===== src/rtl/ring_counter_gen_if.sv =====
// Control/status bundle for ring_counter_gen: shift/load controls in, counter state and pulses out.
interface ring_counter_gen_if #(
  parameter int unsigned BITS = 4
);
  logic            en;
  logic            mode;
  logic            dir;
  logic            load;
  logic [BITS-1:0] load_val;
  logic [BITS-1:0] Q;
  logic            wrap;
  logic            err;

  modport master (
    output en, mode, dir, load, load_val,
    input  Q, wrap, err
  );

  modport slave (
    input  en, mode, dir, load, load_val,
    output Q, wrap, err
  );
endinterface


===== src/rtl/ring_counter_gen.sv =====
// Ring / Johnson counter with parallel load, direction control and wrap pulse.
// Optional illegal-state self-correction enabled by defining RING_COUNTER_SELF_CORRECT_EN.
module ring_counter_gen #(
  parameter int unsigned        BITS = 4,
  parameter logic [BITS-1:0]    SEED = {1'b1, {(BITS-1){1'b0}}}
) (
  input logic                clk,
  input logic                ORI,
  ring_counter_gen_if.slave  bus
);

  logic [BITS-1:0] q;
  logic [BITS-1:0] q_next;
  logic [BITS-1:0] shifted;
  logic            fb;
  logic            wrap_q;
  logic            wrap_next;

  // One-step rotation; Johnson mode inverts the bit carried around.
  always_comb begin
    fb      = 1'b0;
    shifted = q;
    if (bus.dir) begin
      fb      = bus.mode ? ~q[BITS-1] : q[BITS-1];
      shifted = {q[BITS-2:0], fb};
    end else begin
      fb      = bus.mode ? ~q[0] : q[0];
      shifted = {fb, q[BITS-1:1]};
    end
  end

`ifdef RING_COUNTER_SELF_CORRECT_EN
  logic [BITS-2:0] edges;
  logic            legal;
  logic            err_q;
  logic            err_next;

  // Ring: one-hot. Johnson: at most one adjacent-bit change, ends not compared.
  always_comb begin
    edges = q[BITS-2:0] ^ q[BITS-1:1];
    if (bus.mode) legal = ($countones(edges) <= 1);
    else          legal = ($countones(q) == 1);
  end
`endif

  always_comb begin
    q_next    = q;
    wrap_next = 1'b0;
`ifdef RING_COUNTER_SELF_CORRECT_EN
    err_next  = 1'b0;
`endif
    if (bus.load) begin
      q_next = bus.load_val;
    end
`ifdef RING_COUNTER_SELF_CORRECT_EN
    else if (bus.en && !legal) begin
      q_next   = SEED;
      err_next = 1'b1;
    end
`endif
    else if (bus.en) begin
      q_next    = shifted;
      wrap_next = (shifted == SEED);
    end
  end

  always_ff @(posedge clk) begin
    if (ORI) begin
      q      <= SEED;
      wrap_q <= 1'b0;
`ifdef RING_COUNTER_SELF_CORRECT_EN
      err_q  <= 1'b0;
`endif
    end else begin
      q      <= q_next;
      wrap_q <= wrap_next;
`ifdef RING_COUNTER_SELF_CORRECT_EN
      err_q  <= err_next;
`endif
    end
  end

  assign bus.Q    = q;
  assign bus.wrap = wrap_q;
`ifdef RING_COUNTER_SELF_CORRECT_EN
  assign bus.err  = err_q;
`else
  assign bus.err  = 1'b0;
`endif

endmodule


===== src/flat_wrapper.sv =====
// flat-port wrapper written by rule: the top's interface ports become plain ports
module ring_counter_gen_flat 
#(
  parameter int unsigned        BITS = 4,
  parameter logic [BITS-1:0]    SEED = {1'b1, {(BITS-1){1'b0}}}
)
  (clk, ORI, bus_en, bus_mode, bus_dir, bus_load, bus_load_val, bus_Q, bus_wrap, bus_err);
  ring_counter_gen_if #(.BITS(BITS)) bus_i ();
  input logic clk;
  input logic ORI;
  input wire logic [$bits(bus_i.en)-1:0] bus_en;
  input wire logic [$bits(bus_i.mode)-1:0] bus_mode;
  input wire logic [$bits(bus_i.dir)-1:0] bus_dir;
  input wire logic [$bits(bus_i.load)-1:0] bus_load;
  input wire logic [$bits(bus_i.load_val)-1:0] bus_load_val;
  output wire logic [$bits(bus_i.Q)-1:0] bus_Q;
  output wire logic [$bits(bus_i.wrap)-1:0] bus_wrap;
  output wire logic [$bits(bus_i.err)-1:0] bus_err;
  assign bus_i.en = bus_en;
  assign bus_i.mode = bus_mode;
  assign bus_i.dir = bus_dir;
  assign bus_i.load = bus_load;
  assign bus_i.load_val = bus_load_val;
  assign bus_Q = bus_i.Q;
  assign bus_wrap = bus_i.wrap;
  assign bus_err = bus_i.err;
  ring_counter_gen #(.BITS(BITS), .SEED(SEED)) u_core (.clk(clk), .ORI(ORI), .bus(bus_i));
endmodule

===== config.mk =====
export PLATFORM = sky130hd
export DESIGN_NAME = ring_counter_gen_flat
export DESIGN_NICKNAME = d
export VERILOG_FILES = /design/src/rtl/ring_counter_gen_if.sv /design/src/rtl/ring_counter_gen.sv /design/src/flat_wrapper.sv
export SDC_FILE = /design/constraint.sdc
export NUM_CORES = 1
export LEC_CHECK = 0
export BUFFER_PORTS_ARGS = -buffer_cell sky130_fd_sc_hd__buf_4
export CORE_AREA = 3 3 40 42
export DETAILED_ROUTE_END_ITERATION = 10
export DIE_AREA = 0 0 43 45
export MAX_ROUTING_LAYER = met4
export PLACE_DENSITY = 0.59
export SKIP_CTS_REPAIR_TIMING = 1
export SYNTH_ARGS = -nofsm -noshare
export SYNTH_HDL_FRONTEND = slang
export SYNTH_SLANG_ARGS = --single-unit

===== constraint.sdc =====
create_clock -name clk -period 2.8 [get_ports clk]
set_input_delay 0 -clock clk [delete_from_list [all_inputs] [get_ports clk]]
set_output_delay 0 -clock clk [all_outputs]
set_load 0.005 [all_outputs]

# Word level (Yosys, flattened, before mapping)
# Cells that the tools add are included.
[op_classes]
eq_ne = 1
n_mux = 5
n_bitwise = 3
n_reduce_logical = 2
[op_table]
columns = ["operator", "count"]
rows = [
  ["2-to-1 mux 4 bit", 3],
  ["equality test 4 bit, second input constant", 1],
  ["NOT 1 bit", 3],
  ["OR reduction 3 bit", 1],
  ["2-to-1 mux 1 bit", 2],
  ["nonzero test 2 bit", 1],
]
[word_totals]
ff_bits = 5
input_bits = 10
out_inout_bits = 6
word_cells = 13

# Longest topological paths before layout
# Gate-level depths: netlist of the first run.
[logic_depth]
ltp_word = 5
mapped_depth = 4
depth_no_buf = 3

# Worst setup path before layout of the first run
# Ideal clock, no wire load.
[synth_timing]
kind = "reg-to-reg"
startpoint = "register u_core.q[3], in the netlist u_core.bus.Q[3]"
endpoint = "register u_core.q[0], in the netlist u_core.bus.Q[0]"
setup_time_ps = 122
t_arrival_ps = 912
t_required_ps = 2678
slack_ps = 1766
path_stages_with_launch = 4
n_path_buf = 0
period_less_slack_ps = 1034
cell_sequence = "dfxtp_1 xnor2_1 a21oi_1 o31a_2"
[synth_via]
elab_chain_cells = 5
[synth_rtl]
columns = ["element", "line", "source"]
rows = [
  ["from (decl)", "ring_counter_gen.sv:12", "logic [BITS-1:0] q;"],
  ["from (signal assigned)", "ring_counter_gen.sv:75", "q <= q_next;"],
  ["NOT 1 bit", "ring_counter_gen.sv:24", "fb = bus.mode ? ~q[BITS-1] : q[BITS-1];"],
  ["2-to-1 mux 1 bit *", "ring_counter_gen.sv:24", ""],
  ["2-to-1 mux 4 bit *", "ring_counter_gen.sv:23", "if (bus.dir) begin"],
  ["2-to-1 mux 4 bit *", "ring_counter_gen.sv:61", "else if (bus.en) begin"],
  ["2-to-1 mux 4 bit *", "ring_counter_gen.sv:52", "if (bus.load) begin"],
]
# Every way passes the cells marked *; elsewhere a longest branch is shown, timed or not. The select of a mux whose other input is x is not followed.
# A chain may end at the register's enable or synchronous reset.

# Worst setup path after layout of the first run
[layout_timing]
startpoint = "input ORI"
endpoint = "register u_core.wrap_q, in the netlist u_core.bus.wrap"
[layout_via]
elab_chain_cells = 1
[layout_rtl]
columns = ["element", "line", "source"]
rows = [
  ["from (decl)", "flat_wrapper.sv:10", "input logic ORI;"],
  ["OR reduction 3 bit (no line)", "--", ""],
  ["to (signal assigned)", "ring_counter_gen.sv:76", "wrap_q <= wrap_next;"],
  ["to (decl)", "ring_counter_gen.sv:16", "logic wrap_q;"],
]
# No other way between the ends.

==> flow_summary_export.csv, run 1 <==
group,metric,value,unit
status,status,"finished with violations",
status,violations,"negative hold slack",
clocking,cts.sinks,5,
timing,finalMaxSlewViolations,0,
timing,setup_viol,0,
global_route,grt_pass1_wl,1210,um
finish,nets,67,
setup_path,r2r_cells,3,
detailed_routing,routed_wl,753,um
detailed_routing,dr.pass1.iters,3,
timing,layout_min_cycle_time,1.10,ns
finish,final_area,468,sq um
placement,finalWeightedCongestion,0.783,
clocking,cts-root-buf,"clkbuf_4",
power,p_leak,0.211,nW
finish,antennaDiodeCount,0,
timing,period_share,39.4,%
global_route,met2_usage,12.6,%
yosys,yosysWarnings,0,
global_route,grt_max_degree,10,
placement,hpwl,571,um
detailed_routing,antenna_left,0,
global_route,grt_busiest_layer,"met2",
job,cap_violations,0,
timing,hold_violations,1,
clocking,htree_levels,1,
setup_path,worst-setup-path-type,"input pin to flop",
power,pwr_density_cell,460,nW/um^2
timing,rsz0062_at_grt,"false",
detailed_routing,detail_route.wl_per_cell,10.6,um
detailed_routing,drt_iter0_drc,9,
finish,layout_common_cells,"14 x buf_4, 6 x a21oi_1, 5 x dfxtp_1",
finish,fill_cells,139,
global_route,grt_pass1_vias,287,
timing,hold_ws,-0.000472,ns
finish,post-route-util,36.4,%
global_route,use_met3,2.39,%
hold_path,hold_path_end,"u_core.bus.Q[1]$_SDFFE_PP0P_",
yosys,syn-num-nets,51,
clocking,clkTransAtPathRegs,0.05,ns
hold_path,worstHoldStart,"bus_load_val[1]",
placement,detailed_place.area,432,sq um
die,die_w,43,um
yosys,netlist_area,339,sq um
finish,drive_gt1_share,35.7,%
setup_path,cp-start-kind,"input pin",
setup_path,worstPathArrival,1.28,ns
detailed_routing,route.vias.total,329,
global_route,antenna_found_initial,0,
setup_path,reg2reg_slack,1.72,ns
detailed_routing,viasPerCell,4.63,
die,ios,16,
global_route,met1_usage,10.9,%
setup_path,end_kind,"flop",
hold_path,worstHoldPathCells,3,
clocking,cts_buffer_depth,2,
placement,pre_cts_slack,1.72,ns
yosys,synthCells,41,
power,vdd_drop_max,0.227,mV
setup_path,required,2.98,ns
timing,max_freq,907,MHz
timing,worst_clock_skew,0.00621,ns
die,rows,13,
setup_path,rr_startpoint,"u_core.bus.Q[3]$_SDFFE_PP1P_",
placement,portBuffers,14,
yosys,ys_ff_latch,5,
setup_path,cp-startpoint,"ORI",
clocking,worstSkewPairLatency,0.25,ns
clocking,cts_tree,"built",
finish,area_growth,38.0,%
setup_path,r2r-end,"u_core.bus.Q[0]$_SDFFE_PP0P_",
yosys,ys_types,24,
die,dieHeight,45,um
clocking,cts_inserted_buffers,3,
timing,timing.final.ws_setup,1.70,ns
yosys,synth-edff-count,0,
yosys,synth_area_per_cell,8.27,sq um
die,die_area,1940,sq um
yosys,synth_ff_type,"dfxtp_1",
timing,finalSetupTns,0,ns
finish,mostFrequentLayoutCell,"buf_4",
yosys,synth-seq-area-share,29.5,%
yosys,async_flop_share,0,%
global_route,grt_use_total,9.01,%
die,core-area,1280,sq um
global_route,gr-total-overflow,0,
hold_path,hold_class,"input pin to flop",
setup_path,cp_max_fo,6,
die,initial_core_util,26.4,%
detailed_routing,drc_errors,0,
state kept, by name (all words and copies together) (netlist names):
signal	cells
u_core.bus.Q	4
u_core.bus.wrap	1
cells in the mapped netlist (all sizes together) (2+ instances only):
master | number | area share [%]
nor3 | 2 | 3.0
nor2b | 2 | 3.7
a21oi | 6 | 8.9
dfxtp | 5 | 30
nor2 | 2 | 2.2
nand2 | 2 | 2.2
inv | 2 | 2.2
buf | 3 | 7.7
mux2i | 2 | 5.9
a211o | 2 | 5.9
cells by family (layout without fill, tap and decap cells):
family                    after synthesis  after routing  share of synthesized area (%)
and+or+nand+nor                        13             13                           22.9
DFF                                     5              5                           29.5
other                                   1              1                           1.11
xor gates and xnor gates                2              2                           5.17
muxes                                   2              2                           5.90
AOI/OAI and AO/OA                      12             12                           24.0
buffers and inverters                   6             21                           11.4
critical path, stage by stage:
cell and delay [ns]:
dlygate4sd3_1 0.53, buf_4 0.16, or4b_1 0.47, a21oi_1 0.12
per-stage QoR:
stage | instances | power [mW]
finish | 71 | 0.215
global route | 71 | 0.232
CTS | 70 | 0.216
detailed placement | 66 | 0.128
global placement | 66 | 0.128
floorplan | 41 | 0.110
layout make-up:
type                    instances  area (sq um)  area share, %
multi-input cells              30           200           42.8
repair buffers                 15           115           24.6
flip-flops and latches          5           100           21.4
clock buffers                   4          26.3           5.61
well taps                      15          18.8           4.01
inverters                       2          7.51           1.60
how the worst max path moves through the flow:
stage | end | slack [ns] | cells after the start
global placement | u_core.bus.Q[0]$_SDFFE_PP0P_ | 1.69 | 3
global route | u_core.bus.Q[0]$_SDFFE_PP0P_ | 1.65 | 3
floorplan | u_core.bus.Q[0]$_SDFFE_PP0P_ | 1.77 | 3
finish | u_core.bus.wrap$_SDFF_PP0_ | 1.70 | 4
CTS | u_core.bus.Q[0]$_SDFFE_PP0P_ | 1.71 | 3
detailed placement | u_core.bus.Q[0]$_SDFFE_PP0P_ | 1.72 | 3
where the power goes:
group	leakage [nW]	total [mW]	switching [mW]	internal (mW)
clock network	0.0150	0.0878	0.0336	0.0542
logic	0.155	0.0454	0.0182	0.0272
registers	0.0413	0.0823	0.00633	0.0759
routing by layer:
metal	vias up	part of all wire (%)
li1	174	-
met1	140	49
met2	13	43
met3	2	5.6
met4	0	2.3
met5	-	0
Note: power is estimated with default switching activity, not from simulation.
==> inputs of run 2 (changes only) <==
--- a/config.mk
+++ b/config.mk
@@ -10,7 +10,7 @@
 export DETAILED_ROUTE_END_ITERATION = 10
 export DIE_AREA = 0 0 43 45
 export MAX_ROUTING_LAYER = met4
-export PLACE_DENSITY = 0.59
+export PLACE_DENSITY = 0.61
 export SKIP_CTS_REPAIR_TIMING = 1
 export SYNTH_ARGS = -nofsm -noshare
 export SYNTH_HDL_FRONTEND = slang
==> constraint.sdc (replaced) <==
create_clock -name clk -period 0.9 [get_ports clk]
set_input_delay 0 -clock clk [delete_from_list [all_inputs] [get_ports clk]]
set_output_delay 0 -clock clk [all_outputs]
set_load 0.005 [all_outputs]
==> run 2 against run 1 <==
Against the previous run:
- total power grew to 3.3 times the previous value
- global-route usage grew 0.77 points
- register-to-register slack lost 1.8 ns
- cell count grew 8.5%
- the run ends with negative setup slack left
- critical path depth shrank 2
- highest routed layer unchanged
- first-iteration DRC count shrank 78%
- routed wire length grew 6.4%
==> flow_summary_export.csv, run 2 (synthesis gave the netlist of run 1 again) <==
group,metric,value,unit
global_route,grt_use_total,9.79,%
finish,nets,73,
clocking,cts_buffer_depth,2,
global_route,grt_pass1_vias,281,
power,clkPwrFrac,36.5,%
power,sw_frac_of_total,26.0,%
detailed_routing,route.vias.total,359,
finish,final_area,566,sq um
power,p_leak,0.261,nW
die,core-area,1280,sq um
placement,portBuffers,14,
clocking,cts_tree,"built",
finish,largest_reg_flops,4,
placement,hpwl,617,um
finish,area_growth,66.8,%
power,p_int,0.529,mW
setup_path,crit_chain,"or4b_1, a21oi_1",
timing,worst_clock_skew,0.00584,ns
die,die_w,43,um
status,violations,"negative setup slack",
setup_path,cp_max_fo,5,
setup_path,cp_top_family,"simple AND/OR/NAND/NOR gates",
placement,pre_cts_slack,-0.0845,ns
clocking,cts.sinks,5,
global_route,gr-total-overflow,0,
power,seqPwrFrac,36.2,%
power,vdd_drop_max,0.483,mV
setup_path,end_kind,"flop",
timing,setup_viol,5,
die,rows,13,
status,status,"finished with violations",
setup_path,slowest_delay,0.47,ns
timing,max_freq,1000,MHz
die,ios,16,
global_route,grt_pass1_wl,1220,um
finish,layout_common_cells,"19 x buf_4, 4 x a21oi_1, 3 x clkbuf_4",
timing,hold_violations,0,
hold_path,hold_class,"input pin to flop",
timing,period_share,111,%
placement,detailed_place.area,494,sq um
clocking,worstSkewPairLatency,0.24,ns
setup_path,slowest_stage,"or4b_1",
power,p_sw,0.186,mW
die,die_area,1940,sq um
clocking,cts_inserted_buffers,3,
global_route,antenna_found_initial,0,
timing,finalMaxSlewViolations,0,
clocking,cts-root-buf,"clkbuf_4",
clocking,clkTransAtPathRegs,0.05,ns
detailed_routing,routed_wl,801,um
timing,timing.final.ws_setup,-0.0960,ns
finish,drive_gt1_share,56.5,%
clocking,htree_levels,1,
global_route,grt_max_degree,10,
detailed_routing,drc_errors,0,
finish,antennaDiodeCount,0,
detailed_routing,drt_iter0_drc,2,
finish,mostFrequentLayoutCell,"buf_4",
detailed_routing,detail_route.wl_per_cell,10.4,um
power,pwr_density_cell,1260,nW/um^2
timing,rsz0062_at_grt,"true",
timing,layout_min_cycle_time,0.996,ns
placement,finalWeightedCongestion,0.753,
timing,finalSetupTns,-0.213,ns
detailed_routing,dr.pass1.iters,2,
setup_path,critPathBufInv,0,
power,p_comb_share,27.3,%
detailed_routing,antenna_left,0,
detailed_routing,viasPerCell,4.66,
setup_path,required,1.07,ns
job,cap_violations,0,
die,initial_core_util,26.4,%
setup_path,worstPathArrival,1.17,ns
setup_path,cp-start-kind,"flop",
setup_path,worst-setup-path-type,"flop to flop",
die,dieHeight,45,um
==> run 2: worst reg2reg max path: stages (launching register included) <==
cell	delay, ns
dfxtp_2	0.33
or4b_1	0.47
a21oi_1	0.12
==> run 2: area by class of cell <==
class	instances	area (sq um)
fillers	144	719
repair buffers	21	164
clock buffers	4	26.3
inverters	2	7.51
multi-input cells	30	239
well taps	15	18.8
flip-flops and latches	5	110
==> run 2: worst paths after layout <==
check | slack (ns) | cells after the start | from | endpoint
setup / recovery | -0.1 | 2 | u_core.bus.Q[1]$_SDFFE_PP0P_ | u_core.bus.wrap$_SDFF_PP0_
hold / removal | 0.009 | 3 | bus_load_val[1] | u_core.bus.Q[1]$_SDFFE_PP0P_
setup reg to reg | -0.1 | 2 | u_core.bus.Q[1]$_SDFFE_PP0P_ | u_core.bus.wrap$_SDFF_PP0_
hold reg to reg | 0.56 | 2 | u_core.bus.Q[1]$_SDFFE_PP0P_ | u_core.bus.wrap$_SDFF_PP0_
==> run 2: per-layer routing <==
| layer | track usage [%] | up-vias | share of wire [%] |
|---|---|---|---|
| met3 | 6.37 | 2 | 9.7 |
| li1 | - | 185 | - |
| met2 | 12.0 | 10 | 46 |
| met5 | - | - | 0 |
| met4 | 9.04 | 0 | 1.2 |
| met1 | 10.4 | 162 | 43 |
==> run 2: stage by stage <==
| step | cells | utilization (%) | power (mW) | hold WS [ns] |
|---|---|---|---|---|
| 5_1_grt | 77 | 44.0 | 0.773 | 0.0000816 |
| 4_1_cts | 76 | 40.5 | 0.703 | -0.00986 |
| 3_3_place_gp | 72 | 38.5 | 0.430 | 0.251 |
| 3_5_place_dp | 72 | 38.5 | 0.432 | 0.250 |
| 6_report | 77 | 44.0 | 0.714 | 0.00915 |
| 2_1_floorplan | 41 | - | 0.347 | 0.0617 |
==> run 2: power groups by stage <==
| stage | combinational (mW) | clock [mW] | sequential [mW] |
|---|---|---|---|
| after floorplan | 0.0879 | 0 | 0.259 |
| after global placement | 0.171 | 0 | 0.259 |
| after detailed placement | 0.172 | 0 | 0.260 |
| after CTS | 0.172 | 0.274 | 0.256 |
| after global routing | 0.212 | 0.300 | 0.261 |
| final | 0.195 | 0.261 | 0.258 |
